<file path="config.mk">
export PLATFORM = sky130hd
export DESIGN_NAME = hack_mem_bridge
export DESIGN_NICKNAME = d
export VERILOG_FILES = /design/src/rtl/hack_mem_pkg.sv /design/src/rtl/hack_mem_bridge.sv
export SDC_FILE = /design/constraint.sdc
export NUM_CORES = 1
export LEC_CHECK = 0
export BUFFER_PORTS_ARGS = -buffer_cell sky130_fd_sc_hd__buf_2
export CORE_ASPECT_RATIO = 0.8
export CORE_UTILIZATION = 47
export DETAILED_ROUTE_END_ITERATION = 12
export PLACE_DENSITY = 0.72
export SLEW_MARGIN = 20
export SYNTH_ARGS = -nofsm -noshare
export SYNTH_HDL_FRONTEND = slang
export SYNTH_SLANG_ARGS = --single-unit
</file>
<file path="constraint.sdc">
create_clock -name clk50 -period 6.8 [get_ports clk50]
set_input_delay 0.34 -clock clk50 [delete_from_list [all_inputs] [get_ports clk50]]
set_output_delay 0.34 -clock clk50 [all_outputs]
set_load 0.01 [all_outputs]
</file>
<file path="src/rtl/hack_mem_pkg.sv">
// Shared types and widths for the Hack CPU to SDRAM request bridge.
package hack_mem_pkg;

   localparam int HACK_ADDR_W        = 15;
   localparam int SDRAM_ADDR_W       = 20;
   localparam int WORD_W             = 16;
   localparam int TMO_CNT_W          = 16;
   localparam int RD_TIMEOUT_DEFAULT = 1024;

   typedef enum logic [1:0] {
      ST_IDLE    = 2'd0,
      ST_PUSH    = 2'd1,
      ST_WAIT_RD = 2'd2
   } state_t;

   // Zero-extend the CPU address and offset it; the sum wraps at 20 bits.
   function automatic logic [SDRAM_ADDR_W-1:0] map_addr(
      input logic [SDRAM_ADDR_W-1:0] base,
      input logic [HACK_ADDR_W-1:0]  addr
   );
      return base + {{(SDRAM_ADDR_W-HACK_ADDR_W){1'b0}}, addr};
   endfunction

endpackage

</file>
<file path="src/rtl/hack_mem_bridge.sv">
// Samples one CPU access per cpu_tick, pushes one SDRAM request (wrreq at T+2 unless buf_full holds it),
// and stalls the CPU until the push is done and, for reads, until data or timeout.
module hack_mem_bridge
   import hack_mem_pkg::*;
#(
   parameter logic [SDRAM_ADDR_W-1:0] BASE_ADDR = '0,
   parameter int                      TIMEOUT   = RD_TIMEOUT_DEFAULT
) (
   input  logic                    clk50,
   input  logic                    reset,
   input  logic                    cpu_tick,
   input  logic [HACK_ADDR_W-1:0]  cpu_addr,
   input  logic [WORD_W-1:0]       cpu_wdata,
   input  logic                    cpu_we,
   input  logic                    cpu_re,
   output logic [WORD_W-1:0]       cpu_rdata,
   output logic                    cpu_stall,
   output logic [SDRAM_ADDR_W-1:0] buf_addr,
   output logic [WORD_W-1:0]       buf_data,
   output logic                    buf_rw,
   output logic                    buf_wrreq,
   input  logic                    buf_full,
   input  logic                    rd_valid,
   input  logic [WORD_W-1:0]       rd_data,
   output logic                    err_timeout,
   output logic                    err_overrun
);

   localparam logic [TMO_CNT_W-1:0] TMO_LAST = TMO_CNT_W'(TIMEOUT - 1);

   state_t                  state;
   logic [HACK_ADDR_W-1:0]  req_addr;
   logic [WORD_W-1:0]       req_data;
   logic                    req_we;
   logic [TMO_CNT_W-1:0]    tmo_cnt;

   always_ff @(posedge clk50 or posedge reset) begin
      if (reset) begin
         state       <= ST_IDLE;
         req_addr    <= '0;
         req_data    <= '0;
         req_we      <= 1'b0;
         tmo_cnt     <= '0;
         cpu_rdata   <= '0;
         cpu_stall   <= 1'b0;
         buf_addr    <= '0;
         buf_data    <= '0;
         buf_rw      <= 1'b0;
         buf_wrreq   <= 1'b0;
         err_timeout <= 1'b0;
         err_overrun <= 1'b0;
      end else begin
         buf_wrreq <= 1'b0;
         if (cpu_tick && state != ST_IDLE) begin
            err_overrun <= 1'b1;
         end
         case (state)
            ST_IDLE: begin
               if (cpu_tick && (cpu_we || cpu_re)) begin
                  req_addr  <= cpu_addr;
                  req_data  <= cpu_wdata;
                  req_we    <= cpu_we;
                  cpu_stall <= 1'b1;
                  state     <= ST_PUSH;
               end
            end
            ST_PUSH: begin
               // The pulse cycle itself is spent in PUSH so the stall covers it.
               if (buf_wrreq) begin
                  if (req_we) begin
                     cpu_stall <= 1'b0;
                     state     <= ST_IDLE;
                  end else begin
                     tmo_cnt <= '0;
                     state   <= ST_WAIT_RD;
                  end
               end else if (!buf_full) begin
                  buf_wrreq <= 1'b1;
                  buf_addr  <= map_addr(BASE_ADDR, req_addr);
                  buf_data  <= req_data;
                  buf_rw    <= req_we;
               end
            end
            ST_WAIT_RD: begin
               if (rd_valid) begin
                  cpu_rdata <= rd_data;
                  cpu_stall <= 1'b0;
                  state     <= ST_IDLE;
               end else if (tmo_cnt == TMO_LAST) begin
                  cpu_rdata   <= '0;
                  err_timeout <= 1'b1;
                  cpu_stall   <= 1'b0;
                  state       <= ST_IDLE;
               end else begin
                  tmo_cnt <= tmo_cnt + 1'b1;
               end
            end
            default: begin
               cpu_stall <= 1'b0;
               state     <= ST_IDLE;
            end
         endcase
      end
   end

endmodule

</file>
* Yosys cells after proc, flatten, opt, wreduce, memory -nomap -nowiden
Cells that the tools add are included.
** Operators by class
- Div/mod/pow operators :: 0
- Equality and inequality tests :: 10
- Reduce and logical (&&, ||, !) cells :: 14
- Multiplexer cells :: 22
- Bitwise gates (word level) :: 3
- $lt $le $gt $ge :: 0
- Shift-type cells :: 0
- Multiply operators :: 0
- Add/sub/neg operators :: 1
** Operators by type and width (number)
- 16-bit two-way mux :: 6
- 16-bit case mux with 2 select lines :: 1
- 16-bit by 1-bit adder with 16-bit output, second input constant :: 1
- 16-bit by 10-bit == test with 1-bit output, second input constant :: 1
- 2-bit != test, second input constant :: 6
- 2-bit two-way mux :: 5
- 3-bit AND reduction :: 3
- 1-bit two-way mux :: 8
- 2-bit case mux with 3 select lines :: 1
- 2-bit nonzero test :: 3
- 5-bit AND reduction :: 1
- 2-bit AND reduction :: 2
- 4-bit AND reduction :: 1
- 3-bit != test, second input constant :: 1
- 1-bit NOT :: 3
- 1-bit case mux with 3 select lines :: 1
- 2-bit by 1-bit == test with 1-bit output, second input constant :: 1
- 2-bit == test, second input constant :: 1
- 1-bit logical AND :: 2
- 2-bit zero test :: 1
- 1-bit logical OR :: 1
** Word-level totals
- Bits in latches :: 0
- ROM bits :: 0
- Output and inout port bits :: 57
- Memories :: 0
- Input port bits :: 54
- RAM bits :: 0
- Register bits :: 102
- Word-level logic and storage cells :: 63

* Logic depth before layout (Yosys ltp)
Gate-level depths: netlist of run 1.
- Depth in word-level cells :: 4
- Gate-level depth with buffers :: 6
- Depth with buffers taken out :: 5

* Worst setup path before layout of run 1
No wires, ideal clock.
- Kind :: reg-to-reg
- Start :: register tmo_cnt[10]
- End :: register cpu_rdata[10]
- Cell stages (with the launch flop) :: 7
- Path slack :: 4713 ps
- Required time :: 6679 ps
- Arrival time :: 1966 ps
- Buffers on the path :: 2
- Period minus slack after synthesis :: 2087 ps
- Setup time :: 121 ps
- Cell sequence :: dfrtp_1 -> or4_1 -> buf_2 -> nor4_4 -> o21ai_2 -> buf_6 -> a22o_1
** Between the ends
- Cells in the longest elaborated chain, start to end :: 3
** RTL lines
- start, declared :: line hack_mem_bridge.sv:35 : logic [TMO_CNT_W-1:0] tmo_cnt;
- start signal, assigned :: line hack_mem_bridge.sv:95 : tmo_cnt <= tmo_cnt + 1'b1;
- 16-bit by 10-bit == test with 1-bit output :: line hack_mem_bridge.sv:89 : end else if (tmo_cnt == TMO_LAST) begin
- 2-bit nonzero test (no line)
- 2-bit AND reduction (no line)
- end signal, assigned :: line hack_mem_bridge.sv:86 : cpu_rdata <= rd_data;
- end, declared :: line hack_mem_bridge.sv:16 : output logic [WORD_W-1:0] cpu_rdata,
Every way passes these cells.
A chain may end at the register's enable or synchronous reset.

* Worst setup path after layout of run 1
- Start :: register tmo_cnt[10]
- End :: register cpu_rdata[12]
The elaborated chain is that of the path after synthesis.

==> results of run 1 <==
## final cells by class
type	count	area, um^2
clock buffers	10	127.6
clock inverters	6	102.6
fillers	708	3500
inverters	3	13.76
multi-input cells	185	1564
flip-flops and latches	102	2552
well taps	112	140.1
repair buffers	109	558.0
## report_power, final
part           total, mW  switching (mW)  internal, mW  leakage (nW)
clock network      0.429           0.215         0.214         0.114
registers           1.05           0.172         0.883          1.25
logic              0.726           0.322         0.403         0.987
total               2.21           0.708          1.50          2.35
## metrics by stage
stage / hold slack (ns) / total power [mW] / setup WS [ns]
2_1_floorplan: 0.4725 / 1.531 / 3.785
3_3_place_gp: 0.3735 / 1.758 / 4.541
3_5_place_dp: 0.3771 / 1.805 / 4.417
4_1_cts: 0.1756 / 2.236 / 4.407
5_1_grt: 0.1718 / 2.349 / 4.304
6_report: 0.1884 / 2.209 / 4.436
## worst max-delay path, cell delays in order (launching register included)
cell	delay, ns
dfrtp_1	0.45
or4_1	0.68
nor4_4	0.52
o21ai_2	0.29
a22o_1	0.31
## flip-flops by register name (all words and copies together) (netlist names)
signal / flops
buf_data: 16
cpu_rdata: 16
err_timeout: 1
req_addr: 15
err_overrun: 1
buf_wrreq: 1
req_data: 16
state: 2
cpu_stall: 1
req_we: 1
buf_rw: 1
buf_addr: 15
tmo_cnt: 16
## metal layers
metal  wire length, um  GRT usage, %  vias to the layer above
met5                 0             0                        -
met4                68         4.857                        0
met3               664         7.519                        8
met2              3790         29.20                       78
met1              3694         24.29                     1373
li1                  -             -                     1322
## cells in the final DEF (no fill, tap or decap), types with 2 or more instances in the layout
| master | Yosys | routed |
|---|---|---|
| inv_1 | 3 | 2 |
| o21ai_1 | 2 | 2 |
| dfrtp_1 | 102 | 102 |
| and4_1 | 2 | 2 |
| and3_1 | 2 | 2 |
| a22o_1 | 16 | 16 |
| o21ai_0 | 3 | 3 |
| o31ai_1 | 3 | 3 |
| and2_1 | 2 | 2 |
| a21oi_1 | 4 | 4 |
| nand2_1 | 17 | 17 |
| a31oi_1 | 2 | 2 |
| clkbuf_8 | 0 | 9 |
| mux2i_1 | 8 | 8 |
| nand2b_1 | 3 | 3 |
| inv_6 | 0 | 2 |
| bufinv_16 | 0 | 2 |
| buf_2 | 1 | 105 |
| or3b_1 | 2 | 2 |
| mux2_2 | 65 | 65 |
| or4_1 | 5 | 5 |
| or2_2 | 2 | 2 |
| nand3_1 | 8 | 8 |
| nand4_1 | 4 | 4 |
| buf_4 | 5 | 3 |
| nor2_1 | 4 | 4 |
| conb_1 | 1 | 5 |
| nor3_1 | 6 | 5 |
## worst min-delay path by stage
| stage | endpoint | slack, ns | cells after the start |
|---|---|---|---|
| after global placement | buf_data[12] | 0.37 | 2 |
| after detailed placement | buf_data[12] | 0.38 | 2 |
| after global routing | cpu_rdata[6] | 0.17 | 2 |
| after CTS | cpu_rdata[6] | 0.18 | 2 |
| final | cpu_rdata[9] | 0.19 | 2 |
| after floorplan | cpu_rdata[10] | 0.47 | 1 |
## logic make-up (layout without fill, tap and decap cells)
| kind of cell | count (synthesis) | count (layout) | synth area share, % |
|---|---|---|---|
| compound gates | 39 | 39 | 7.064 |
| fa+ha+maj | 1 | 1 | 0.2980 |
| simple gates | 66 | 66 | 9.568 |
| mux | 73 | 73 | 19.34 |
| xor+xnor | 1 | 1 | 0.2087 |
| flops | 102 | 102 | 60.80 |
| buf+inv | 22 | 128 | 2.623 |
| other cells | 1 | 5 | 0.08933 |
## what timing repair did
item                      4_1_cts  5_1_grt
buffers inserted                0        0
gates resized for setup         0        0
hold buffers                    1        0
hold endpoints to repair       34        0
==> results.ini, run 1 <==
[logic_synthesis]
synth_edf_count = 0
yosys_warnings = 0
synthTopCellsByArea = dfrtp_1 61%, mux2_2 17%, a22o_1 3.3%
synthTopCellsByCount = 102 x dfrtp_1, 65 x mux2_2, 17 x nand2_1, 16 x a22o_1, 12 x clkbuf_1
yosysUniqueCellTypes = 47
synth_area_leader_cell = dfrtp_1
yosys.area.top_type_share_pct = 60.80
yosysSeqAreaShare_pct = 60.80
syn_inst = 305
synth_area_mm2 = 0.004198
synth-main-ff-cell = dfrtp_1
yosysMostFrequentCell = dfrtp_1
async_reset_ff_share_pct = 100.0
synth.ff_latch_count = 102
syn_area_per_cell_um2 = 13.76

[worst_hold_path]
worstHoldStart = rd_data[9]
hp-class = input pin to flop

[placed_design]
gp_congestion = 0.8565
place_area_mm2 = 0.004818
place_inst = 510
hpwl_mm = 5.748
port_buffers = 105

[die]
start_util_pct = 49.05
dieArea_mm2 = 0.009316
die_h_um = 86.53
placementRows = 30
core_area_mm2 = 0.008558
fp.dieW_um = 107.7
ioPinCount = 111

[drt]
route.detailed.drc = 0
route.detailed.wl_per_inst_um = 15.59
routed-via-count = 2781
wirelength_mm = 8.217
drtAntennaViolNets = 0
vias_per_cell = 5.277
drt_pass1_iterations = 4
drt_iter0_markers = 110

[outcome]
status = finished clean

[timing]
rsz0062_at_grt = false
max_slew_margin_pct = 36.66
worst_slew_pin_slew_ns = 0.9373
fmax_ghz = 0.4230
finClkSkew_ns = 0.01034
period_minus_slack_ns = 2.364
finalCritPeriodShare_pct = 34.77
hold_viol = 0
setup_viol = 0
maxSlewViolCount = 0
setup_tns_ns = 0

[global_route]
grt_use_total_pct = 18.67
grt_pass1_vias = 2694
antenna_found_initial = 0
gr-total-overflow = 0
grt_pass1_wl_mm = 13.28
grt_max_degree = 69

[power]
p_leak_nw = 2.354
peakVddDrop_mv = 0.2098
power_density_mw_per_mm2 = 436.7

[setup_path]
worstReg2RegStart = tmo_cnt[10]
crit_path_start_kind = flop
r2r_cells = 4
end_kind = flop
rrSetupSlack_ns = 4.44
crit_end = cpu_rdata[12]
path_max_fanout = 16
crit_type = flop to flop
r2r_end = cpu_rdata[12]
crit_path_start = tmo_cnt[10]
required_ns = 7.05
cp.arrival_ns = 2.62

[finish]
final_core_util_pct = 59.11
antennaDiodeCount = 0
fin_cells = 527
nets = 465
final_area_mm2 = 0.005059
drive_gt1_share_pct = 47.47
area_growth_syn_to_layout_pct = 20.51

[cts]
cts_tree = done
clk_pin_slew_worst_paths_ns = 0.10
clock-sinks = 102
clockBufferDepth = 2
cts_made_buffers = 9
clock_latency_ns = 0.36
cts_max_level = 3
root_buffer = clkbuf_8

[flow_run]
maxCapViolCount = 0

Power figures use the tool's default switching activity.
==> run 2, diff against run 1 <==
- ABC_AREA: unset -> 1
- PLACE_DENSITY: 0.72 -> 0.75
- clock period: 6.8 -> 2.05 ns (I/O delays scaled with it)
==> results.ini, run 2 <==
[global_route]
grt_max_degree = 103  ; was 69
gr-total-overflow = 0  ; unchanged
grt_pass1_vias = 3532  ; was 2,694
grt_pass1_wl_mm = 16.05  ; was 13.28 mm
grt_use_total_pct = 21.61  ; was 18.67%
antenna_found_initial = 0  ; unchanged

[drt]
wirelength_mm = 9.759  ; was 8.217 mm
drt_pass1_iterations = 5  ; was 4
route.detailed.drc = 0  ; unchanged
vias_per_cell = 4.873  ; was 5.277
drt_iter0_markers = 194  ; was 110
routed-via-count = 3518  ; was 2,781
drtAntennaViolNets = 0  ; unchanged
route.detailed.wl_per_inst_um = 13.52  ; was 15.59 um

[setup_path]
cpPeakStageDelay_ns = 0.37  ; was 0.68 ns
crit_path_top_delay_cell = dfrtp_1  ; was or4_1
end_kind = flop  ; unchanged
critPathBufInv = 0  ; unchanged
cp.arrival_ns = 1.88  ; was 2.62 ns
crit_chain = ha_1 -> nand3_1 -> nor2_2 -> nand3_4 -> nand3_4 -> nand2_1 -> o21ai_2  ; was or4_1 -> nor4_4 -> o21ai_2 -> a22o_1
crit_family = simple AND/OR/NAND/NOR gates  ; unchanged
crit_type = flop to flop  ; unchanged
path_max_fanout = 18  ; was 16
crit_top_cell = nand3_4
crit_path_start_kind = flop  ; unchanged
required_ns = 2.32  ; was 7.05 ns

[logic_synthesis]
syn_area_per_cell_um2 = 9.492  ; was 13.76 um^2
yosys.area.top_type_share_pct = 57.95  ; was 60.80%
synth_compound_area_share_pct = 7.131  ; was 7.064%
synth_area_mm2 = 0.004404  ; was 0.004198 mm^2
synth_edf_count = 0  ; unchanged
synthTopCellsByArea = dfrtp_1 58%, nand2_1 13%, mux2_4 4.4%  ; was dfrtp_1 61%, mux2_2 17%, a22o_1 3.3%
async_reset_ff_share_pct = 100.0  ; unchanged
yosysMostFrequentCell = nand2_1  ; was dfrtp_1
synthSimpleGateAreaFrac_pct = 20.85  ; was 9.568%
synth_area_leader_cell = dfrtp_1  ; unchanged
synth_mux_area_share_pct = 4.943  ; was 19.34%
yosysSeqAreaShare_pct = 57.95  ; was 60.80%
synthAdderAreaFrac_pct = 0.2841  ; was 0.2981%
yosysUniqueCellTypes = 28  ; was 47
syn_inst = 464  ; was 305
synthTopCellsByCount = 148 x nand2_1, 102 x dfrtp_1, 40 x inv_1, 32 x nor2_1, 28 x nand3_1  ; was 102 x dfrtp_1, 65 x mux2_2, 17 x nand2_1, 16 x a22o_1, 12 x clkbuf_1
yosys_warnings = 0  ; unchanged
synth_xor_area_share_pct = 1.989  ; was 0.2086%
synth-main-ff-cell = dfrtp_1  ; unchanged
synth.ff_latch_count = 102  ; unchanged
synth_top_family_by_area = simple AND/OR/NAND/NOR gates  ; was multiplexers

[die]
core_area_mm2 = 0.009076  ; was 0.008558 mm^2
die_h_um = 88.58  ; was 86.53 um
start_util_pct = 48.52  ; was 49.05%
ioPinCount = 111  ; unchanged
dieArea_mm2 = 0.009764  ; was 0.009316 mm^2
fp.dieW_um = 110.2  ; was 107.7 um
placementRows = 31  ; was 30

[outcome]
status = finished clean  ; unchanged

[timing]
whs_ns = 0.008501  ; was 0.1884 ns
hold_viol = 0  ; unchanged
finalCritPeriodShare_pct = 78.38  ; was 34.77%
rsz0062_at_grt = false  ; unchanged
fmax_ghz = 0.6224  ; was 0.4230 GHz
worst_slew_pin_slew_ns = 0.5767  ; was 0.9373 ns
period_minus_slack_ns = 1.607  ; was 2.364 ns
finClkSkew_ns = 0.01352  ; was 0.01034 ns
maxSlewViolCount = 0  ; unchanged
max_slew_margin_pct = 61.51  ; was 36.66%
setup_tns_ns = 0  ; unchanged
setup_viol = 0  ; unchanged

[cts]
cts_resized = 0  ; unchanged
cts_max_level = 3  ; unchanged
clk_pin_slew_worst_paths_ns = 0.07  ; was 0.10 ns
clock_latency_ns = 0.35  ; was 0.36 ns
cts_made_buffers = 9  ; unchanged
root_buffer = clkbuf_16  ; was clkbuf_8
clockBufferDepth = 2  ; unchanged
clock-sinks = 102  ; unchanged
cts_tree = done  ; unchanged

[finish]
final_common_cell = nand2_1  ; was buf_2
final_core_util_pct = 62.27  ; was 59.11%
antennaDiodeCount = 0  ; unchanged
fin_cells = 722  ; was 527
area_growth_syn_to_layout_pct = 28.32  ; was 20.51%
drive_gt1_share_pct = 26.19  ; was 47.47%
nets = 657  ; was 465
layout_common_cells = 148 x nand2_1, 105 x buf_2, 102 x dfrtp_1  ; was 105 x buf_2, 102 x dfrtp_1, 65 x mux2_2

[power]
power_density_mw_per_mm2 = 1326  ; was 436.7 mW/mm^2
peakVddDrop_mv = 0.6803  ; was 0.2098 mV
p_leak_nw = 3.021  ; was 2.354 nW

[placed_design]
place_inst = 673  ; was 510
gp_congestion = 0.8148  ; was 0.8565
hpwl_mm = 6.135  ; was 5.748 mm
port_buffers = 105  ; unchanged

[flow_run]
maxCapViolCount = 0  ; unchanged

[worst_hold_path]
hp-class = input pin to flop  ; unchanged

## run 2: changes by cell type after synthesis, moves of 6 or more
cell	previous run	this run
nand3_1	8	28
nor2_1	4	32
mux2_4	0	13
o21ai_2	1	8
mux2_2	65	2
inv_1	3	40
a22o_1	16	0
mux2i_1	8	0
nand2_1	17	148
xor2_1	1	7
nor3_1	6	0
clkbuf_1	12	6
a21oi_1	4	19
o21ai_0	3	26
## run 2: area by class of cell
| class | count | area, um^2 |
|---|---|---|
| clock buffers | 10 | 229.0 |
| clock inverters | 6 | 86.33 |
| fillers | 741 | 3425 |
| inverters | 41 | 157.7 |
| multi-input cells | 304 | 1569 |
| flip-flops and latches | 102 | 2552 |
| well taps | 115 | 143.9 |
| repair buffers | 144 | 913.4 |
## run 2: power breakdown
part / internal, mW / switching (mW)
Sequential: 2.83 / 0.417
Combinational: 1.07 / 1.39
Clock: 0.982 / 0.807
Total: 4.88 / 2.61
## run 2: through the flow
step                setup WS (ns)  power, mW  cell area (um^2)
finish                     0.4433      7.493              5652
detailed placement         0.4396      5.688              5006
global placement           0.5049      5.572              5006
CTS                        0.4287      7.544              5652
floorplan                  0.6631      4.841              4423
global route               0.2755      7.992              5652
## run 2: logic make-up after synthesis
family | Yosys count
flops | 102
xor+xnor | 10
buf+inv | 62
compound gates | 55
mux | 15
fa+ha+maj | 1
other cells | 1
simple gates | 218
## run 2: worst register-to-register path, cell delays in order (launching register included)
cell     delay, ns
dfrtp_1       0.37
ha_1          0.19
nand3_1       0.15
nor2_2        0.20
nand3_4       0.23
nand3_4       0.23
nand2_1       0.10
o21ai_2       0.06
## run 2: per-layer routing
metal,wire length (um),vias to the layer above,GRT usage [%]
li1,-,1727,-
met1,4460,1681,27.67
met2,4630,100,36.19
met3,577,10,6.406
met4,91,0,5.742
met5,0,-,0
## run 2: final timing paths
path / from / endpoint / slack (ns) / depth (start not counted)
max in group asynchronous: reset / cpu_rdata[1] / 1.17 / 4
worst min register to register: err_overrun / err_overrun / 0.46 / 1
worst min-delay path: cpu_wdata[4] / req_data[4] / 0.009 / 3
worst max-delay path: tmo_cnt[0] / tmo_cnt[4] / 0.44 / 7
min in group asynchronous: reset / buf_data[4] / 0.42 / 4
worst max register to register: tmo_cnt[0] / tmo_cnt[4] / 0.44 / 7
## run 2: what timing repair did
action	in CTS	in global routing
setup buffers	0	0
hold buffers	33	0
hold endpoints to repair	134	0
